File: config.mk
export PLATFORM = sky130hd
export DESIGN_NAME = play_step_scheduler
export DESIGN_NICKNAME = d
export VERILOG_FILES = /design/src/rtl/play_step_scheduler.sv
export SDC_FILE = /design/constraint.sdc
export NUM_CORES = 1
export LEC_CHECK = 0
export CORE_MARGIN = 8
export CORE_UTILIZATION = 65
export DETAILED_ROUTE_END_ITERATION = 16
export GPL_TIMING_DRIVEN = 0
export PLACE_DENSITY = 0.83
export SYNTH_ARGS = -nofsm -noshare
export SYNTH_HDL_FRONTEND = slang
export SYNTH_SLANG_ARGS = --single-unit
File: constraint.sdc
create_clock -name clk -period 13.57 [get_ports clk]
set_clock_uncertainty 0.1 [all_clocks]
set_input_delay 2.714 -clock clk [delete_from_list [all_inputs] [get_ports clk]]
set_output_delay 2.714 -clock clk [all_outputs]
set_load 0.005 [all_outputs]
File: src/rtl/play_step_scheduler.sv
// Gameplay step scheduler: paces step requests to the game datapath with a
// req/ack handshake. It raises the difficulty level every STEPS_PER_LEVEL
// acknowledged steps, runs the round timer and flags timeout when the round
// runs out. Expects BASE_PERIOD >= MIN_PERIOD >= 1, MAX_LEVEL < 16 and
// ROUND_SECONDS <= 99.
// Optional feature: define SCHED_LEVEL_BONUS_EN to add 5 seconds (saturating
// at ROUND_SECONDS) to the round clock on every actual level increment.
module play_step_scheduler #(
  parameter int unsigned CLK_HZ          = 50_000_000,
  parameter int unsigned BASE_PERIOD     = 25_000_000,
  parameter int unsigned PERIOD_DEC      = 2_000_000,
  parameter int unsigned MIN_PERIOD      = 5_000_000,
  parameter int unsigned STEPS_PER_LEVEL = 16,
  parameter int unsigned MAX_LEVEL       = 9,
  parameter int unsigned ROUND_SECONDS   = 60
) (
  input  logic       clk,
  input  logic       rst,
  input  logic [1:0] game_state,
  input  logic       pause_req,
  input  logic       step_ack,
  output logic       step_req,
  output logic [3:0] level,
  output logic [6:0] time_left,
  output logic       paused,
  output logic       timeout
);

  localparam logic [1:0]  GAME_PLAY = 2'd2;
  localparam int unsigned PW = (BASE_PERIOD > 1) ? $clog2(BASE_PERIOD) : 1;
  localparam int unsigned SW = (CLK_HZ > 1) ? $clog2(CLK_HZ) : 1;
  localparam int unsigned CW = (STEPS_PER_LEVEL > 1) ? $clog2(STEPS_PER_LEVEL) : 1;

  typedef enum logic [2:0] {
    S_OFF,
    S_RUN,
    S_WAIT_ACK,
    S_PAUSE,
    S_DONE
  } state_t;

  state_t        state, state_nxt;
  logic [PW-1:0] period_ctr, period_ctr_nxt;
  logic [SW-1:0] sec_ctr, sec_ctr_nxt;
  logic [CW-1:0] step_count, step_count_nxt;
  logic [3:0]    level_nxt;
  logic [6:0]    time_left_nxt;
  logic          step_req_nxt, paused_nxt, timeout_nxt;
  logic          pause_pend, pause_pend_nxt;

  logic [31:0]   level_dec, cur_period;
  logic          period_end, sec_end, count_end, level_max;
  logic          level_up;
  logic [6:0]    tl_next;

  // Step period for the current level, floored at MIN_PERIOD; the compare
  // happens before the subtraction so the unsigned result cannot wrap.
  always_comb begin
    level_dec = 32'(level) * PERIOD_DEC;
    if (level_dec >= BASE_PERIOD - MIN_PERIOD) cur_period = MIN_PERIOD;
    else                                        cur_period = BASE_PERIOD - level_dec;
  end

  assign period_end = (32'(period_ctr) == cur_period - 32'd1);
  assign sec_end    = (sec_ctr == SW'(CLK_HZ - 1));
  assign count_end  = (step_count == CW'(STEPS_PER_LEVEL - 1));
  assign level_max  = (level == 4'(MAX_LEVEL));

  // Next-state and next-output logic for the scheduler FSM and its counters.
  always_comb begin
    // NOTE: every next value gets a default first, so no path through this block can infer a latch.
    state_nxt      = state;
    period_ctr_nxt = period_ctr;
    sec_ctr_nxt    = sec_ctr;
    step_count_nxt = step_count;
    level_nxt      = level;
    time_left_nxt  = time_left;
    step_req_nxt   = step_req;
    paused_nxt     = paused;
    timeout_nxt    = timeout;
    pause_pend_nxt = pause_pend;
    level_up       = 1'b0;
    tl_next        = time_left;

    if (game_state != GAME_PLAY) begin
      // Leaving PLAY abandons any outstanding step and restores reset values.
      state_nxt      = S_OFF;
      period_ctr_nxt = '0;
      sec_ctr_nxt    = '0;
      step_count_nxt = '0;
      level_nxt      = '0;
      time_left_nxt  = 7'(ROUND_SECONDS);
      step_req_nxt   = 1'b0;
      paused_nxt     = 1'b0;
      timeout_nxt    = 1'b0;
      pause_pend_nxt = 1'b0;
    end else begin
      case (state)
        S_OFF: state_nxt = S_RUN;

        S_RUN: begin
          // A pause on the terminal edge wins; the frozen counter fires on resume.
          if (pause_req) begin
            state_nxt  = S_PAUSE;
            paused_nxt = 1'b1;
          end else if (period_end) begin
            period_ctr_nxt = '0;
            step_req_nxt   = 1'b1;
            state_nxt      = S_WAIT_ACK;
          end else begin
            period_ctr_nxt = period_ctr + 1'b1;
          end
        end

        S_WAIT_ACK: begin
          if (step_ack) begin
            step_req_nxt = 1'b0;
            if (count_end) begin
              step_count_nxt = '0;
              level_up       = !level_max;
              if (!level_max) level_nxt = level + 4'd1;
            end else begin
              step_count_nxt = step_count + 1'b1;
            end
            if (pause_pend || pause_req) begin
              state_nxt      = S_PAUSE;
              paused_nxt     = 1'b1;
              pause_pend_nxt = 1'b0;
            end else begin
              state_nxt = S_RUN;
            end
          end else if (pause_req) begin
            pause_pend_nxt = 1'b1;
          end
        end

        S_PAUSE: begin
          if (pause_req) begin
            state_nxt  = S_RUN;
            paused_nxt = 1'b0;
          end
        end

        default: begin
          // S_DONE: everything holds until the top FSM leaves PLAY.
        end
      endcase

      // The round clock only runs while gameplay is live.
      if (state == S_RUN || state == S_WAIT_ACK) begin
        if (sec_end) begin
          sec_ctr_nxt = '0;
          tl_next     = time_left - 7'd1;
        end else begin
          sec_ctr_nxt = sec_ctr + 1'b1;
        end
`ifdef SCHED_LEVEL_BONUS_EN
        if (level_up) begin
          tl_next = (tl_next + 7'd5 > 7'(ROUND_SECONDS)) ? 7'(ROUND_SECONDS) : tl_next + 7'd5;
        end
`endif
        time_left_nxt = tl_next;
        if (sec_end && tl_next == 7'd0) begin
          state_nxt      = S_DONE;
          timeout_nxt    = 1'b1;
          step_req_nxt   = 1'b0;
          paused_nxt     = 1'b0;
          pause_pend_nxt = 1'b0;
        end
      end
    end
  end

  // State, counter and output registers with asynchronous active-low reset.
  always_ff @(posedge clk or negedge rst) begin
    // NOTE: non-blocking assignments so every register samples the pre-edge values of the others.
    if (!rst) begin
      state      <= S_OFF;
      period_ctr <= '0;
      sec_ctr    <= '0;
      step_count <= '0;
      level      <= '0;
      time_left  <= 7'(ROUND_SECONDS);
      step_req   <= 1'b0;
      paused     <= 1'b0;
      timeout    <= 1'b0;
      pause_pend <= 1'b0;
    end else begin
      state      <= state_nxt;
      period_ctr <= period_ctr_nxt;
      sec_ctr    <= sec_ctr_nxt;
      step_count <= step_count_nxt;
      level      <= level_nxt;
      time_left  <= time_left_nxt;
      step_req   <= step_req_nxt;
      paused     <= paused_nxt;
      timeout    <= timeout_nxt;
      pause_pend <= pause_pend_nxt;
    end
  end

endmodule

==> qor_table.md, run 1 <==
| Group | Quantity | Reported |
| --- | --- | --- |
| finish | Synthesis-to-layout area growth | 10.4% |
| finish | Area taken by flip-flops and latches | 1830 um^2 |
| cts | Clock latency on the worst-skew pair | 0.36 ns |
| placed design | GP Congestion | 0.920 |
| worst setup path | Number of buffers and inverters on the critical path | 3 |
| timing | Max Transition Viols Final | 0 |
| detailed routing | Total Wirelength | 13.8 mm |
| worst setup path | Delay contributed by the slowest stage of the critical path | 0.73 ns |
| detailed routing | Average wire length per cell after detail routing | 17.5 um |
| timing | Number of hold-slack violations in the final timing report | 0 |
| placed design | HPWL reported at the end of detailed placement | 9.96 mm |
| detailed routing | Detailed Routing Iterations Pass 1 | 8 |
| worst setup path | Sort of element at the end of the critical path | flip-flop |
| timing | Share of the cycle needed by the critical path after routing | 43.5% |
| run | Number of max-cap violations | 0 |
| pwr | Comb pwr share | 4.7% |
| pwr | Part of the total power dissipated in the clock network | 44.7% |
| pwr | Power Internal | 0.333 mW |
| synth | EDFF count, synth | 0 |
| pwr | PD cells | 71.7 nW/um^2 |
| timing | Final Critical Period | 5.91 ns |
| worst setup path | Highest-delay cell along the critical path | sky130_fd_sc_hd__dfrtp_1 |
| pwr | Leak | 2.53 nW |
| timing | Minimum hold slack | 0.398 ns |
| worst setup path | Arrival time at the worst endpoint | 6.04 ns |
| pwr | Total power consumption of the routed design | 0.431 mW |
| cts | Root Buffer Master | sky130_fd_sc_hd__clkbuf_8 |
| timing | Count of final setup violators | 0 |
| synth | Number of storage elements in the synthesis netlist | 73 |
| synth | Fraction of the yosys area taken by sequential cells | 33.6% |
| die | Count of standard-cell rows | 33 |
| finish | Fillcell total | 623 |
| detailed routing | Initial drt markers | 460 |
| detailed routing | Vias per inst | 6.55 |
| synth | Synth warnings | 0 |
| worst hold path | Hold/Removal Path Class | flip-flop to flip-flop |
| die | Floorplan Core Area | 8180 um^2 |
| timing | Accumulated negative setup slack | 0 ns |
| die | Number of ports placed on the die boundary | 20 |
| cts | Total of cells resized after clock tree synthesis | 0 |
| synth | Yosys cell types | 72 |
| synth | Async set-reset flop share out of synthesis | 100% |
| detailed routing | ANT nets after route | 0 |
| cts | Cts bufs inserted | 9 |
| worst setup path | Setup Crit Path Kind | flip-flop to flip-flop |
| pwr | Net Switching | 0.0987 mW |
| cts | Depth of the CTS H-tree | 3 |
| pwr | IR Drop Worst-Case VDD | 0.0735 mV |
| global routing | First-pass GRT wire length | 22.9 mm |
| timing | Measured slew at the worst slew-check pin | 0.689 ns |
| die | Die Y-Extent | 108 um |
| cts | Clock tree from TritonCTS | done |
| cts | Number of buffers between clock root and the deepest sink | 2 |
| synth | Net Count, Synth | 684 |
| global routing | Total global-route track usage | 24.0% |
| synth | Cell count after synthesis | 647 |
| die | Initial Util | 66.6% |
| cts | Clk sink count | 73 |
| synth | Mean cell area of the mapped netlist | 8.42 um^2 |
| synth | Synth Cell Area | 5450 um^2 |
| global routing | Pin count of the biggest net entering global routing | 74 |
| pwr | Sw frac | 22.9% |
| outcome | Run status | finished, final reports clean |
| placed design | Port Buffer Count | 19 |
| worst setup path | Top Family by Delay on Critical Path | simple AND/OR/NAND/NOR gates |
| cts | Post-CTS setup buffer count | 0 |
| worst setup path | Series of cell instances along the critical path | inv_1 > ha_1 > fa_1 > inv_1 > fa_1 > xnor2_1 > nand2_1 > or4b_1 > xor2_1 > a221oi_1 > o2111ai_1 > or4_4 > nor4_4 > buf_4 > nor2_1 > a211o_1 |
| finish | Final #Nets | 715 |
| worst setup path | Required time of the worst setup path | 13.70 ns |
| die | Width of the chip | 108 um |
| timing | Setup repair after global routing missed its margin | false |
| cts | CTS Hold Buffers Added | 0 |
| synth | Primary flip-flop cell chosen by synthesis mapping | sky130_fd_sc_hd__dfrtp_1 |
| die | Die area | 11,600 um^2 |
| timing | Normalized max-slew margin | 53.6% |
| finish | Share of the core filled with cells in the final layout | 73.6% |
| finish | # diodes | 0 |
| worst setup path | Largest driver fanout on the critical path | 14 |
| timing | Peak clock frequency supported by timing | 0.169 GHz |
| cts | Clock transition at the registers of the reported paths | 0.08 ns |
| finish | Fraction of final layout cells with drive strength greater than 1 | 4.98% |
| detailed routing | Total via count in the routed design | 5,165 |
| global routing | Aggregate global routing overflow | 0 |
| global routing | Initial antenna violation count | 0 |
| finish | Total area of multi-input combinational cells | 3420 um^2 |
| placed design | Post-Place Worst Slack | 7.77 ns |
| detailed routing | Detailed-route DRC error count | 0 |
| global routing | Number of global-route vias before repair | 4,858 |
| worst setup path | Type of element launching the critical path | flip-flop |
| timing | PnR worst setup slack | 7.66 ns |
| pwr | Sequential share of power | 50.6% |
[cell usage after synthesis (14+ instances only)]
cell	count	area [um^2]
sky130_fd_sc_hd__xnor2_1	24	210
sky130_fd_sc_hd__a21oi_1	26	130
sky130_fd_sc_hd__inv_1	18	67.6
sky130_fd_sc_hd__nand3_1	52	260
sky130_fd_sc_hd__nand2_1	61	229
sky130_fd_sc_hd__nor3_1	24	120
sky130_fd_sc_hd__clkbuf_1	27	101
sky130_fd_sc_hd__a211o_1	18	158
sky130_fd_sc_hd__ha_1	26	325
sky130_fd_sc_hd__xor2_1	18	158
sky130_fd_sc_hd__nor2_1	73	274
sky130_fd_sc_hd__dfrtp_1	69	1730
sky130_fd_sc_hd__o21ai_0	27	135
sky130_fd_sc_hd__nand2b_1	14	87.6
[sequential cells by signal, summed over array words and instances, names as in the netlist]
register	flops
sec_ctr	26
period_ctr	25
time_left	7
level	4
step_count	4
state	3
pause_pend	1
paused	1
step_req	1
timeout	1
[tightest hold or removal path: stages, from the launching register on]
cell                      delay (ns)
sky130_fd_sc_hd__dfrtp_1        0.34
sky130_fd_sc_hd__nor2_1         0.05
sky130_fd_sc_hd__nor2_1         0.07
[placed cells by master (no fill, tap or decap), types with 10 or more instances in the layout]
master	Yosys	routed
sky130_fd_sc_hd__xnor2_1	24	24
sky130_fd_sc_hd__clkbuf_1	27	29
sky130_fd_sc_hd__xor2_1	18	18
sky130_fd_sc_hd__clkdlybuf4s50_1	0	18
sky130_fd_sc_hd__inv_1	18	18
sky130_fd_sc_hd__clkbuf_8	0	10
sky130_fd_sc_hd__a21oi_1	26	26
sky130_fd_sc_hd__nand2b_1	14	14
sky130_fd_sc_hd__nor3_1	24	24
sky130_fd_sc_hd__dfrtp_1	69	69
sky130_fd_sc_hd__a211o_1	18	18
sky130_fd_sc_hd__nor4_1	12	12
sky130_fd_sc_hd__o21ai_0	27	27
sky130_fd_sc_hd__nor2_1	73	73
sky130_fd_sc_hd__ha_1	26	26
sky130_fd_sc_hd__nand2_1	61	61
sky130_fd_sc_hd__or3_1	12	12
sky130_fd_sc_hd__nand3_1	52	52
[power groups by stage]
stage | Clock, mW | Sequential, mW | Combinational, mW
6_report | 0.193 | 0.218 | 0.0201
5_1_grt | 0.204 | 0.218 | 0.0225
4_1_cts | 0.193 | 0.218 | 0.0202
3_5_place_dp | 0 | 0.223 | 0.0200
3_3_place_gp | 0 | 0.223 | 0.0186
2_1_floorplan | 0 | 0.223 | 0.00932
[path summary, 6_finish.rpt]
check | to | depth (start not counted) | slack [ns] | start
worst min-delay path | timeout | 2 | 0.40 | timeout
min in group asynchronous | level[3] | 2 | 2.26 | rst
worst max-delay path | period_ctr[9] | 16 | 7.66 | level[1]
worst max register to register | period_ctr[9] | 16 | 7.66 | level[1]
worst min register to register | timeout | 2 | 0.40 | timeout
max in group asynchronous | time_left[4] | 2 | 10.78 | rst
[metrics by stage]
stage,std cells,instance area [um^2]
after floorplan,647,5450
after global routing,788,6020
after global placement,771,5770
after detailed placement,772,5790
final,788,6020
after CTS,788,6020
[routing by layer]
layer	share of wire, %	global-route usage, %
met3	7.5	3.95
met4	1.4	7.83
met5	0	0
met2	47	37.9
met1	44	32.9
[area by class of cell]
cell class                      count  share of cell area (%)
Inverter                           18                    1.12
Multi-Input combinational cell    524                    56.9
Clock inverter                      4                    1.27
Tap cell                          105                    2.18
Sequential cell                    73                    30.4
Clock buffer                       12                    2.41
Buffer                             32                    2.12
Timing Repair Buffer               20                    3.58
[cell families (layout without fill, tap and decap cells)]
family                     count (synthesis)  count (layout)  synth area share (%)
AOI/OAI and AO/OA                        135             135                  17.1
xor gates and xnor gates                  42              42                  6.75
adders and majority gates                 31              31                  7.81
buffers and inverters                     50              86                  3.58
DFF                                       73              73                  33.6
muxes                                      6               6                  1.33
and+or+nand+nor                          310             310                  29.8
Power figures use the tool's default switching activity.
==> run 2, diff against run 1 <==
CORE_UTILIZATION = 62   (was 65)
PLACE_DENSITY = 0.8   (was 0.83)
clock period = 6.1 ns   (was 13.57 ns; I/O delays follow)
==> run 2 against run 1 <==
Critical path depth is the same; hold slack got worse by 0.0015 ns; sequential share of layout area increased by 0.24 points; global-route usage is 1.5 points lower; total power up 100%; sequential power up 120%.
==> qor_table.md, run 2 (synthesis results as in run 1) <==
| Group | Quantity | Reported |
| --- | --- | --- |
| outcome | Run status | finished, final reports clean |
| finish | Flip-flop count of the largest register after layout | 26 |
| finish | Commonest cells after routing, fill and taps aside | 73 x sky130_fd_sc_hd__nor2_1, 68 x sky130_fd_sc_hd__dfrtp_1, 61 x sky130_fd_sc_hd__nand2_1, 52 x sky130_fd_sc_hd__nand3_1, 28 x sky130_fd_sc_hd__clkbuf_1 |
| timing | Number of hold-slack violations in the final timing report | 0 |
| detailed routing | Total via count in the routed design | 4,989 |
| placed design | Post-Place Worst Slack | 0.338 ns |
| global routing | Total global-route track usage | 22.5% |
| die | Floorplan Core Area | 8640 um^2 |
| timing | Final Critical Period | 5.71 ns |
| worst setup path | Setup Crit Path Kind | flip-flop to flip-flop |
| cts | CTS Hold Buffers Added | 0 |
| die | Count of standard-cell rows | 34 |
| cts | Depth of the CTS H-tree | 3 |
| timing | Accumulated negative setup slack | 0 ns |
| worst setup path | Highest-delay cell along the critical path | sky130_fd_sc_hd__dfrtp_1 |
| worst setup path | Type of element launching the critical path | flip-flop |
| timing | Normalized max-slew margin | 53.4% |
| cts | Number of buffers between clock root and the deepest sink | 2 |
| die | Initial Util | 63.1% |
| detailed routing | Vias per inst | 6.31 |
| run | Number of max-cap violations | 0 |
| cts | Clk sink count | 73 |
| finish | Largest registers in the final layout | sec_ctr (26), period_ctr (25), time_left (7) |
| global routing | Initial antenna violation count | 0 |
| detailed routing | Average wire length per cell after detail routing | 16.5 um |
| finish | Most common cell after layout, fill and taps aside | sky130_fd_sc_hd__nor2_1 |
| cts | Cts bufs inserted | 9 |
| die | Number of ports placed on the die boundary | 20 |
| timing | PnR worst setup slack | 0.387 ns |
| finish | Register containing the most flip-flops in the final layout | sec_ctr |
| detailed routing | Initial drt markers | 287 |
| pwr | IR Drop Worst-Case VDD | 0.120 mV |
| placed design | HPWL reported at the end of detailed placement | 9.62 mm |
| global routing | Aggregate global routing overflow | 0 |
| global routing | Number of global-route vias before repair | 4,808 |
| worst setup path | Sort of element at the end of the critical path | flip-flop |
| die | Die Y-Extent | 110 um |
| cts | Post-CTS setup buffer count | 0 |
| finish | Share of the core filled with cells in the final layout | 69.2% |
| global routing | First-pass GRT wire length | 22.1 mm |
| cts | Clock transition at the registers of the reported paths | 0.08 ns |
| finish | Final #Nets | 715 |
| cts | Root Buffer Master | sky130_fd_sc_hd__clkbuf_8 |
| global routing | Pin count of the biggest net entering global routing | 47 |
| timing | Share of the cycle needed by the critical path after routing | 93.7% |
| cts | Clock tree from TritonCTS | done |
| timing | Peak clock frequency supported by timing | 0.175 GHz |
| timing | Minimum hold slack | 0.396 ns |
| worst setup path | Number of buffers and inverters on the critical path | 3 |
| die | Die area | 12,000 um^2 |
| worst setup path | Delay contributed by the slowest stage of the critical path | 0.67 ns |
| detailed routing | Detailed-route DRC error count | 0 |
| finish | Area of all placed cells without fillers | 5970 um^2 |
| worst setup path | Series of cell instances along the critical path | inv_1 > ha_1 > fa_1 > inv_1 > fa_1 > xnor2_1 > nand2_1 > or4b_1 > xor2_1 > a221oi_1 > o2111ai_1 > or4_4 > nor4_4 > buf_4 > nor3_1 > a211o_1 |
| placed design | Port Buffer Count | 19 |
| timing | Measured slew at the worst slew-check pin | 0.695 ns |
| finish | Synthesis-to-layout area growth | 9.62% |
| cts | Clock latency on the worst-skew pair | 0.34 ns |
| timing | Max Transition Viols Final | 0 |
| detailed routing | Total Wirelength | 13.0 mm |
| worst setup path | Largest driver fanout on the critical path | 11 |
| die | Width of the chip | 110 um |
| detailed routing | ANT nets after route | 0 |
| detailed routing | Detailed Routing Iterations Pass 1 | 5 |
| worst hold path | Hold/Removal Path Class | flip-flop to flip-flop |
| timing | Count of final setup violators | 0 |
| finish | Fillcell total | 707 |
| finish | # diodes | 0 |
| pwr | Leak | 2.50 nW |
| pwr | PD cells | 145 nW/um^2 |
| finish | Fraction of final layout cells with drive strength greater than 1 | 5.27% |
| worst setup path | Arrival time at the worst endpoint | 5.83 ns |
| placed design | GP Congestion | 0.921 |
| worst setup path | Top Family by Delay on Critical Path | simple AND/OR/NAND/NOR gates |
| placed design | Cell Area, Placed | 5800 um^2 |
| timing | Setup repair after global routing missed its margin | false |
| worst setup path | Required time of the worst setup path | 6.22 ns |
## run 2: cell types whose count changed in the layout (fill, tap and decap cells not counted)
cell and change:
sky130_fd_sc_hd__clkbuf_8 -1, sky130_fd_sc_hd__bufinv_16 -2, sky130_fd_sc_hd__dfrtp_2 +1, sky130_fd_sc_hd__dfrtp_1 -1, sky130_fd_sc_hd__clkbuf_1 -1, sky130_fd_sc_hd__clkinv_4 +2
sky130_fd_sc_hd__inv_6 -1, sky130_fd_sc_hd__clkinvlp_4 +2, sky130_fd_sc_hd__clkinv_2 +1
## run 2: power breakdown
group	leakage [nW]	internal (mW)	switching [mW]
Sequential	1.00	0.485	0.000948
Combinational	1.41	0.0115	0.0331
Clock	0.0785	0.148	0.190
Total	2.50	0.645	0.224
## run 2: routing by layer
metal | wire (um) | vias up | track usage [%]
met4 | 263 | 0 | 7.91
met3 | 541 | 25 | 3.75
met2 | 6440 | 149 | 38.8
li1 | - | 2419 | -
met5 | 0 | - | 0
met1 | 5800 | 2396 | 27.8
## run 2: area by class of cell
| class | instances | area (um^2) | share of cell area (%) |
|---|---|---|---|
| sequential | 73 | 1830 | 30.7 |
| timing repair buffer | 20 | 215 | 3.60 |
| multi-input combinational | 524 | 3420 | 57.3 |
| inverter | 18 | 67.6 | 1.13 |
| clock buffer | 10 | 128 | 2.14 |
| tap | 108 | 135 | 2.26 |
| buffer | 32 | 128 | 2.14 |
| clock inverter | 6 | 45.0 | 0.754 |
## run 2: worst register-to-register path: stages, from the launching register on
cell,delay [ns]
sky130_fd_sc_hd__dfrtp_1,0.67
sky130_fd_sc_hd__inv_1,0.19
sky130_fd_sc_hd__ha_1,0.35
sky130_fd_sc_hd__fa_1,0.55
sky130_fd_sc_hd__inv_1,0.07
sky130_fd_sc_hd__fa_1,0.45
sky130_fd_sc_hd__xnor2_1,0.34
sky130_fd_sc_hd__nand2_1,0.18
sky130_fd_sc_hd__or4b_1,0.52
sky130_fd_sc_hd__xor2_1,0.17
sky130_fd_sc_hd__a221oi_1,0.31
sky130_fd_sc_hd__o2111ai_1,0.15
sky130_fd_sc_hd__or4_4,0.45
sky130_fd_sc_hd__nor4_4,0.46
sky130_fd_sc_hd__buf_4,0.27
sky130_fd_sc_hd__nor3_1,0.08
sky130_fd_sc_hd__a211o_1,0.28
## run 2: path summary, 6_finish.rpt
kind,startpoint,cells after the start,to,slack (ns)
worst max register to register,level[2],16,period_ctr[7],0.39
min in group asynchronous,rst,1,sec_ctr[14],0.69
worst min register to register,sec_ctr[15],1,sec_ctr[15],0.40
worst max-delay path,level[2],16,period_ctr[7],0.39
worst min-delay path,sec_ctr[15],1,sec_ctr[15],0.40
max in group asynchronous,rst,2,time_left[4],4.61
## run 2: repair_timing
action | in CTS | in global routing
hold endpoints to repair | 0 | 0
gates resized for setup | 0 | 1
setup endpoints to repair | 0 | 16
## run 2: through the flow
step | power [mW] | cells
after floorplan | 0.516 | 647
after global placement | 0.537 | 774
after detailed placement | 0.540 | 775
after CTS | 0.876 | 791
after global routing | 0.906 | 791
final | 0.868 | 791
